--- src/rtl/poly_stream_tx_pkg.sv ---
// Shared types for the FV polynomial stream transmitter: FSM states, coefficient type, counter width.
package fv_pkg;

  localparam int N_DEF  = 16;
  localparam int QW_DEF = 64;

  typedef logic [QW_DEF-1:0] coeff_t;

  typedef enum logic {
    ST_IDLE   = 1'b0,
    ST_STREAM = 1'b1
  } ptx_state_t;

  // Index width for an N-entry buffer; never narrower than one bit.
  function automatic int cnt_w(input int n);
    return (n < 2) ? 1 : $clog2(n);
  endfunction

endpackage

--- src/rtl/poly_stream_tx_if.sv ---
// Coefficient stream bus: data/vld/last flow from the transmitter, rdy flows back from the sink.
// A beat transfers on a rising edge where vld && rdy; once vld is high, data/last stay stable and
// vld stays high until that transfer happens.
interface axis_if #(
  parameter int QW = 64
);
  logic [QW-1:0] data;
  logic          vld;
  logic          last;
  logic          rdy;

  modport master (output data, vld, last, input  rdy);
  modport slave  (input  data, vld, last, output rdy);
  modport out    (output data, vld, last, input  rdy);
  modport in     (input  data, vld, last, output rdy);
endinterface

--- src/rtl/poly_coeff_mem.sv ---
// N x QW coefficient buffer: one synchronous write port, one combinational read port, no reset.
module poly_coeff_mem
  import fv_pkg::*;
#(
  parameter int N  = N_DEF,
  parameter int QW = QW_DEF,
  localparam int AW = cnt_w(N)
) (
  input  logic          clk,
  input  logic          wr_en,
  input  logic [AW-1:0] wr_addr,
  input  logic [QW-1:0] wr_data,
  input  logic [AW-1:0] rd_addr,
  output logic [QW-1:0] rd_data
);

  logic [QW-1:0] mem [N];

  always_ff @(posedge clk) begin
    if (wr_en) mem[wr_addr] <= wr_data;
  end

  assign rd_data = mem[rd_addr];

endmodule

--- src/rtl/poly_stream_tx.sv ---
// Streams one buffered polynomial (N coeffs, QW bits) over axis_if, 1 coeff/clk, coeff 0 first.
// Optional PTX_XSHIFT_EN adds the xshift port: output becomes the poly times x^k mod (x^N+1).
module poly_stream_tx
  import fv_pkg::*;
#(
  parameter int N  = N_DEF,
  parameter int QW = QW_DEF,
  localparam int CW = cnt_w(N)
) (
  input  logic          clk,
  input  logic          s_rst,
  input  logic          wr_en,
  input  logic [CW-1:0] wr_addr,
  input  logic [QW-1:0] wr_data,
  input  logic          start,
`ifdef PTX_XSHIFT_EN
  input  logic [CW-1:0] xshift,
`endif
  output logic          busy,
  output logic          done,
  output logic          wr_err,
  output ptx_state_t    dbg_state,
  axis_if.out           s
);

  ptx_state_t    state;
  logic [CW-1:0] cnt;
  logic [CW-1:0] rd_idx;
  logic [CW-1:0] rd_addr;
  logic [QW-1:0] rd_data;
  logic [QW-1:0] mem_word;
  logic [QW-1:0] beat_data;
  logic          wr_acc;
  logic          beat_acc;

  assign wr_acc    = wr_en && (state == ST_IDLE);
  assign beat_acc  = s.vld && s.rdy;
  assign dbg_state = state;

  // cnt is the index of the beat sitting in the output register; fetch the one after it.
  assign rd_idx = (state == ST_IDLE) ? '0 : cnt + CW'(1);

`ifdef PTX_XSHIFT_EN
  logic [CW-1:0] k_q;
  logic [CW-1:0] shift_k;
  logic          neg;

  assign shift_k   = (state == ST_IDLE) ? xshift : k_q;
  assign rd_addr   = rd_idx - shift_k;
  assign neg       = rd_idx < shift_k;
  assign beat_data = neg ? ({QW{1'b0}} - mem_word) : mem_word;
`else
  assign rd_addr   = rd_idx;
  assign beat_data = mem_word;
`endif

  // A write landing in the same cycle as start must be visible in beat 0.
  assign mem_word = (wr_acc && (wr_addr == rd_addr)) ? wr_data : rd_data;

  poly_coeff_mem #(
    .N  (N),
    .QW (QW)
  ) u_mem (
    .clk     (clk),
    .wr_en   (wr_acc),
    .wr_addr (wr_addr),
    .wr_data (wr_data),
    .rd_addr (rd_addr),
    .rd_data (rd_data)
  );

  always_ff @(posedge clk) begin
    if (s_rst) begin
      state  <= ST_IDLE;
      cnt    <= '0;
      s.vld  <= 1'b0;
      s.last <= 1'b0;
      s.data <= '0;
      busy   <= 1'b0;
      done   <= 1'b0;
      wr_err <= 1'b0;
`ifdef PTX_XSHIFT_EN
      k_q    <= '0;
`endif
    end else begin
      done <= 1'b0;
      if (wr_en && (state == ST_STREAM)) wr_err <= 1'b1;
      case (state)
        ST_IDLE: begin
          if (start) begin
            state  <= ST_STREAM;
            busy   <= 1'b1;
            cnt    <= '0;
            s.vld  <= 1'b1;
            s.last <= 1'b0;
            s.data <= beat_data;
            wr_err <= 1'b0;
`ifdef PTX_XSHIFT_EN
            k_q    <= xshift;
`endif
          end
        end
        ST_STREAM: begin
          // vld is always high here, so "!vld || rdy" collapses to an accepted beat.
          if (beat_acc) begin
            if (s.last) begin
              state  <= ST_IDLE;
              busy   <= 1'b0;
              done   <= 1'b1;
              cnt    <= '0;
              s.vld  <= 1'b0;
              s.last <= 1'b0;
            end else begin
              cnt    <= rd_idx;
              s.data <= beat_data;
              s.last <= (rd_idx == CW'(N - 1));
            end
          end
        end
        default: state <= ST_IDLE;
      endcase
    end
  end

endmodule

--- src/flat_wrapper.sv ---
// flat-port wrapper written by rule: the top's interface ports become plain ports
module poly_stream_tx_flat import fv_pkg::*;
#(
  parameter int N  = N_DEF,
  parameter int QW = QW_DEF,
  localparam int CW = cnt_w(N)
)
  (clk, s_rst, wr_en, wr_addr, wr_data, start, busy, done, wr_err, dbg_state, s_data, s_vld, s_last, s_rdy);
  axis_if #(.QW(QW)) s_i ();
  input  logic clk;
  input  logic s_rst;
  input  logic wr_en;
  input  logic [CW-1:0] wr_addr;
  input  logic [QW-1:0] wr_data;
  input  logic start;
  output logic busy;
  output logic done;
  output logic wr_err;
  output ptx_state_t dbg_state;
  output wire logic [$bits(s_i.data)-1:0] s_data;
  output wire logic [$bits(s_i.vld)-1:0] s_vld;
  output wire logic [$bits(s_i.last)-1:0] s_last;
  input wire logic [$bits(s_i.rdy)-1:0] s_rdy;
  assign s_data = s_i.data;
  assign s_vld = s_i.vld;
  assign s_last = s_i.last;
  assign s_i.rdy = s_rdy;
  poly_stream_tx #(.N(N), .QW(QW)) u_core (.clk(clk), .s_rst(s_rst), .wr_en(wr_en), .wr_addr(wr_addr), .wr_data(wr_data), .start(start), .busy(busy), .done(done), .wr_err(wr_err), .dbg_state(dbg_state), .s(s_i));
endmodule
--- config.mk ---
export PLATFORM = sky130hd
export DESIGN_NAME = poly_stream_tx_flat
export DESIGN_NICKNAME = d
export VERILOG_FILES = /design/src/rtl/poly_stream_tx_pkg.sv /design/src/rtl/poly_stream_tx_if.sv /design/src/rtl/poly_coeff_mem.sv /design/src/rtl/poly_stream_tx.sv /design/src/flat_wrapper.sv
export SDC_FILE = /design/constraint.sdc
export NUM_CORES = 1
export LEC_CHECK = 0
export ABC_AREA = 1
export CORE_ASPECT_RATIO = 1.5
export CORE_MARGIN = 2
export CORE_UTILIZATION = 40
export CTS_BUF_LIST = sky130_fd_sc_hd__clkbuf_4 sky130_fd_sc_hd__clkbuf_8
export DETAILED_ROUTE_END_ITERATION = 8
export SYNTH_ARGS = -nofsm -noshare
export SYNTH_HDL_FRONTEND = slang
export SYNTH_SLANG_ARGS = --single-unit
export TNS_END_PERCENT = 50
--- constraint.sdc ---
create_clock -name clk -period 6.1 [get_ports clk]
set_input_delay 1.22 -clock clk [delete_from_list [all_inputs] [get_ports clk]]
set_output_delay 1.22 -clock clk [all_outputs]
set_load 0.05 [all_outputs]
Yosys cells after proc, flatten, opt, wreduce, memory -nomap -nowiden:

Memories as Yosys holds them, arrays and structs flattened.
Cells that the tools add are included.

* $add $sub $neg: 1
* equality and inequality tests: 6
* multiplexer cells: 28
* bitwise logic cells: 2
* reduce and logical (&&, ||, !) cells: 8

Operator list (number)
* $mux W64: 4
* $pmux W64 S2: 1
* $mux W4: 4
* $mux W1: 15
* $pmux W4 S2: 1
* $ne A2 B2 Y1 const B: 3
* $pmux W1 S2: 3
* $reduce_and A3 Y1: 2
* $add A4 B1 Y4 const B: 1
* $eq A4 B4 Y1: 1
* $eq A4 B4 Y1 const B: 1
* $logic_and A1 B1 Y1: 4
* $reduce_or A3 Y1: 1
* $ne A2 B1 Y1 const B: 1
* $not A1 Y1: 2
* $reduce_and A2 Y1: 1

* bits in registers: 73
* bits in writable memories: 1024
* output and inout port bits: 70
* memories kept: 1

Memories
* u_core.u_mem.mem: depth 16, bits a word 64, read ports 1, clocked after Yosys merged registers in 0, wr ports 1, line poly_coeff_mem.sv:17 `logic [QW-1:0] mem [N];`

Depth between registers and ports, before layout:

* word-level depth: 8
* depth in mapped cells: 12

By module:

A second synthesis with hierarchy kept.

* cell total of the unflattened synthesis: 4777
* area total of the unflattened synthesis: 48351.4 µm²

Modules (own cells, without submodules)
* poly_coeff_mem: times used 1, cells each 4146, area each 44004.7 µm², seq. area each 30749.5 µm²
* poly_stream_tx: times used 1, cells each 631, area each 4346.7 µm², seq. area each 1461.4 µm²

Least setup slack after synthesis:

Ideal clock, no wire load.

* path kind: input to register
* start point: in wr_addr[1]
* end point: mem u_core.u_mem.mem[14][0], enable pin
* data arrival time: 4.251 ns
* path slack: 1.362 ns
* cell stages on the path: 3
* path buffers: 0
* path through: inv_1 -> or2_2 -> nor2_1

RTL lines
* from (decl): line flat_wrapper.sv:13 `input logic [CW-1:0] wr_addr;`
* to (decl): line poly_coeff_mem.sv:17

No word-level cell before the write port.

Final worst setup path:

* start point: reg u_core.state, in the netlist u_core.dbg_state
* end point: out dbg_state

RTL lines
* from (decl): line poly_stream_tx.sv:26 `ptx_state_t state;`
* from (signal assigned): line poly_stream_tx.sv:74 `state <= ST_IDLE;`
* from (signal assigned): line poly_stream_tx.sv:91 `state <= ST_STREAM;`
* from (signal assigned): line poly_stream_tx.sv:107 `state <= ST_IDLE;`
* to (decl): line flat_wrapper.sv:19 `output ptx_state_t dbg_state;`

No word-level cell between the ends.

==> flow_summary_export.csv <==
group,metric,value,unit
status,status,"finished, final reports clean",
setup_path,path_class,"reg -> out",
global_routing,antenna_found_initial,11,
routing,dr.pass1.iters,5,
power,power_density,290,nW/um^2
power,clkPwrFrac,39.2,%
cells_and_area,drive_above_1_share,8.33,%
timing,setup_violations,0,
global_routing,grt_first_pass_wirelength,192000,um
flow_run,maxCapViolations,0,
cells_and_area,design_area,53600,um^2
logic_synthesis,netlist_area,47300,um^2
setup_path,worst_ep_required_time,4880,ps
logic_synthesis,yosysSeqAreaShare,68.1,%
routing,drtIter0Drc,2464,
floorplan,die-area,121000,um^2
floorplan,rows,154,
logic_synthesis,ys_ff_latch,1097,
routing,post-route-drc-count,0,
logic_synthesis,mappedNetlistNets,4768,
logic_synthesis,synth.area.top_cells,"edfxtp_1 65%, nand2_1 8.2%, nand3_1 8.2%",
cells_and_area,stdcell_count,6500,
setup_path,r2r_cells,10,
logic_synthesis,syn_inst,4694,
power,seqPwrFrac,54.1,%
routing,drt-wirelength-per-cell,19.5,um
global_routing,grt_max_degree,180,
clocking,clock_latency,860,ps
cells_and_area,area_delta_synth_final,13.2,%
setup_path,crit_chain,"clkdlybuf4s50_1",
cells_and_area,fillers,10751,
power,switching_share,23.6,%
setup_path,slowest_stage,"clkdlybuf4s50_1",
power,combPwrFrac,6.7,%
worst_hold_path,min_from,"u_core.cnt[1]$_SDFFE_PP0P_",
timing,final_hold_viol_count,0,
timing,max_freq,270,MHz
cells_and_area,regArea,32200,um^2
timing,slew_headroom,19.5,%
timing,rsz0062_at_grt,"no",
routing,antenna_left,0,
timing,layout_setup_ws,2390,ps
floorplan,die_y,425,um
cells_and_area,multi_input_area,11100,um^2
placement,gp_congestion,0.759,
routing,vias_per_cell,4.93,
floorplan,coreArea,117000,um^2
logic_synthesis,synth_cell_types,25,
power,ir_drop,0.000171,V
clocking,htreeDepth,4,
placement,placed_cell_area,50300,um^2
logic_synthesis,yosys_warnings,0,
setup_path,r2r_end,"u_core.s.data[47]$_SDFFE_PP0P_",
placement,place_ws,1910,ps
setup_path,cpLargestDelayFamily,"buffers and inverters",
logic_synthesis,synth_top_cell_area_share,65.0,%
clocking,cts_buffer_depth,3,
cells_and_area,final_net_count,4871,
clocking,clock-sinks,1097,
clocking,post_cts_buffers,0,
clocking,numCtsBuffers,161,
clocking,cts_tree,"built",
timing,finClkSkew,29.0,ps
setup_path,end_kind,"output pin",
worst_hold_path,hp-class,"reg -> reg",
worst_hold_path,min_path_cells,2,
setup_path,arrival,2490,ps
setup_path,cp_max_fo,27,
placement,dp_hpwl,65200,um
placement,placed_cells,6194,
power,p_int,11.9,mW
logic_synthesis,syn_avg_cell_area,10.1,um^2
global_routing,grt_usage,20.9,%
floorplan,die_w,285,um
setup_path,rr_startpoint,"u_core.cnt[0]$_SDFFE_PP0P_",
worst_hold_path,min_to,"u_core.cnt[1]$_SDFFE_PP0P_",
setup_path,cpPeakStageDelay,910,ps
power,p_sw,3.67,mW
global_routing,grt_pass1_vias,30969,
timing,slew_violations,0,
timing,period_share,60.7,%
logic_synthesis,synth_top_area_cell,"edfxtp_1",
clocking,path_clk_slew,70,ps
power,power.total,15.5,mW
timing,fin_hold_ws,515,ps
global_routing,gr-total-overflow,0,
timing,setup_tns,0,ps
power,leakagePower,22.1,nW
floorplan,pin_count,143,
setup_path,reg2reg_slack,2410,ps
setup_path,cp-start-kind,"register",
timing,min_period,3710,ps
setup_path,path_buf_inv,1,
placement,io_buffers,142,
floorplan,start_util,40.3,%
timing,worst_pin_slew,1210,ps
clocking,ctsResizeCount,0,
cells_and_area,fin_util,45.7,%
routing,routed_wl,127000,um
routing,via_count,32024,
clocking,cts-hold-fix-buffers,0,
clocking,root_buffer,"clkbuf_8",
## how the worst max path moves through the flow
| stage | startpoint | endpoint | slack (ps) | depth (start not counted) |
|---|---|---|---|---|
| after floorplan | wr_addr[1] | u_core.u_mem.mem[14][0]$_DFFE_PP_ | 1360 | 3 |
| after global placement | wr_en | u_core.u_mem.mem[0][48]$_DFFE_PP_ | 1930 | 7 |
| after detailed placement | wr_en | u_core.u_mem.mem[0][23]$_DFFE_PP_ | 1910 | 7 |
| after CTS | u_core.dbg_state$_SDFF_PP0_ | dbg_state | 2280 | 1 |
| after global routing | u_core.cnt[0]$_SDFFE_PP0P_ | u_core.s.data[47]$_SDFFE_PP0P_ | 2240 | 10 |
| final | u_core.dbg_state$_SDFF_PP0_ | dbg_state | 2390 | 1 |
## power groups by stage
stage / logic (mW) / registers [mW] / clock network (mW)
after global placement: 1.04 / 8.56 / 0
final: 1.04 / 8.40 / 6.09
after detailed placement: 1.05 / 8.55 / 0
after global routing: 1.15 / 8.40 / 6.52
after floorplan: 0.484 / 8.67 / 0
after CTS: 1.06 / 8.40 / 6.23
## registers in the layout, indices dropped and copies added, names as in the netlist
| name | count |
|---|---|
| u_core.u_mem.mem | 1024 |
| u_core.s.data | 64 |
| u_core.cnt | 4 |
| u_core.dbg_state | 1 |
| u_core.done | 1 |
| u_core.s.last | 1 |
| u_core.s.vld | 1 |
| u_core.wr_err | 1 |
## layer usage
| metal | wire (um) | up-vias | track usage (%) |
|---|---|---|---|
| li1 | - | 15390 | - |
| met5 | 57 | - | 0 |
| met2 | 62000 | 978 | 35.3 |
| met4 | 2780 | 8 | 6.62 |
| met3 | 7790 | 218 | 4.21 |
| met1 | 54100 | 15430 | 26.9 |
## synthesized netlist by cell type
library cell / count
inv_2: 2
nand3b_1: 2
buf_1: 16
nand4_1: 1
dfxtp_1: 73
or2_1: 17
xnor2_1: 1
nor3_1: 3
a211oi_1: 1
nor2_2: 2
xor2_1: 1
inv_1: 781
ha_1: 1
nor2_1: 533
clkbuf_1: 68
edfxtp_1: 1024
a21oi_1: 71
o21ai_0: 66
nor2_4: 1
nand2_2: 1
buf_4: 20
buf_2: 149
or2_2: 48
nand2_1: 1037
nand3_1: 775
## cell usage in the layout, fill, tap and decap left out, types with 2 or more instances in the layout
master | Yosys | layout
clkbuf_4 | 0 | 75
inv_8 | 0 | 3
buf_4 | 20 | 36
nor2_1 | 533 | 517
buf_12 | 0 | 15
clkinvlp_4 | 0 | 3
inv_2 | 2 | 2
nand3_1 | 775 | 774
or2_2 | 48 | 48
clkinv_1 | 0 | 18
clkinv_2 | 0 | 14
nand2_4 | 0 | 3
diode_2 | 0 | 6
or2_1 | 17 | 17
nand3b_1 | 2 | 2
inv_1 | 781 | 778
inv_6 | 0 | 7
nor3_1 | 3 | 3
clkdlybuf4s50_1 | 0 | 142
o21ai_0 | 66 | 66
nor2_4 | 1 | 18
edfxtp_1 | 1024 | 1024
a21oi_1 | 71 | 71
dfxtp_1 | 73 | 72
clkbuf_8 | 0 | 182
nand2_1 | 1037 | 1034
## cell type report
type | instances | share of cell area [%]
multi-input combinational | 2561 | 20.8
sequential | 1097 | 60.1
inverter | 783 | 5.52
timing repair buffer | 193 | 3.72
clock buffer | 257 | 5.72
clock inverter | 43 | 0.479
antenna | 6 | 0.0280
tap | 1560 | 3.64
## kinds of logic after synthesis
family / Yosys count / share of synthesized area [%]
simple gates: 2420 / 21.6
flops: 1097 / 68.1
buf+inv: 1036 / 8.77
compound gates: 138 / 1.46
xor+xnor: 2 / 0.0370
fa+ha+maj: 1 / 0.0264
No activity file was read; power rests on OpenSTA's default activity.
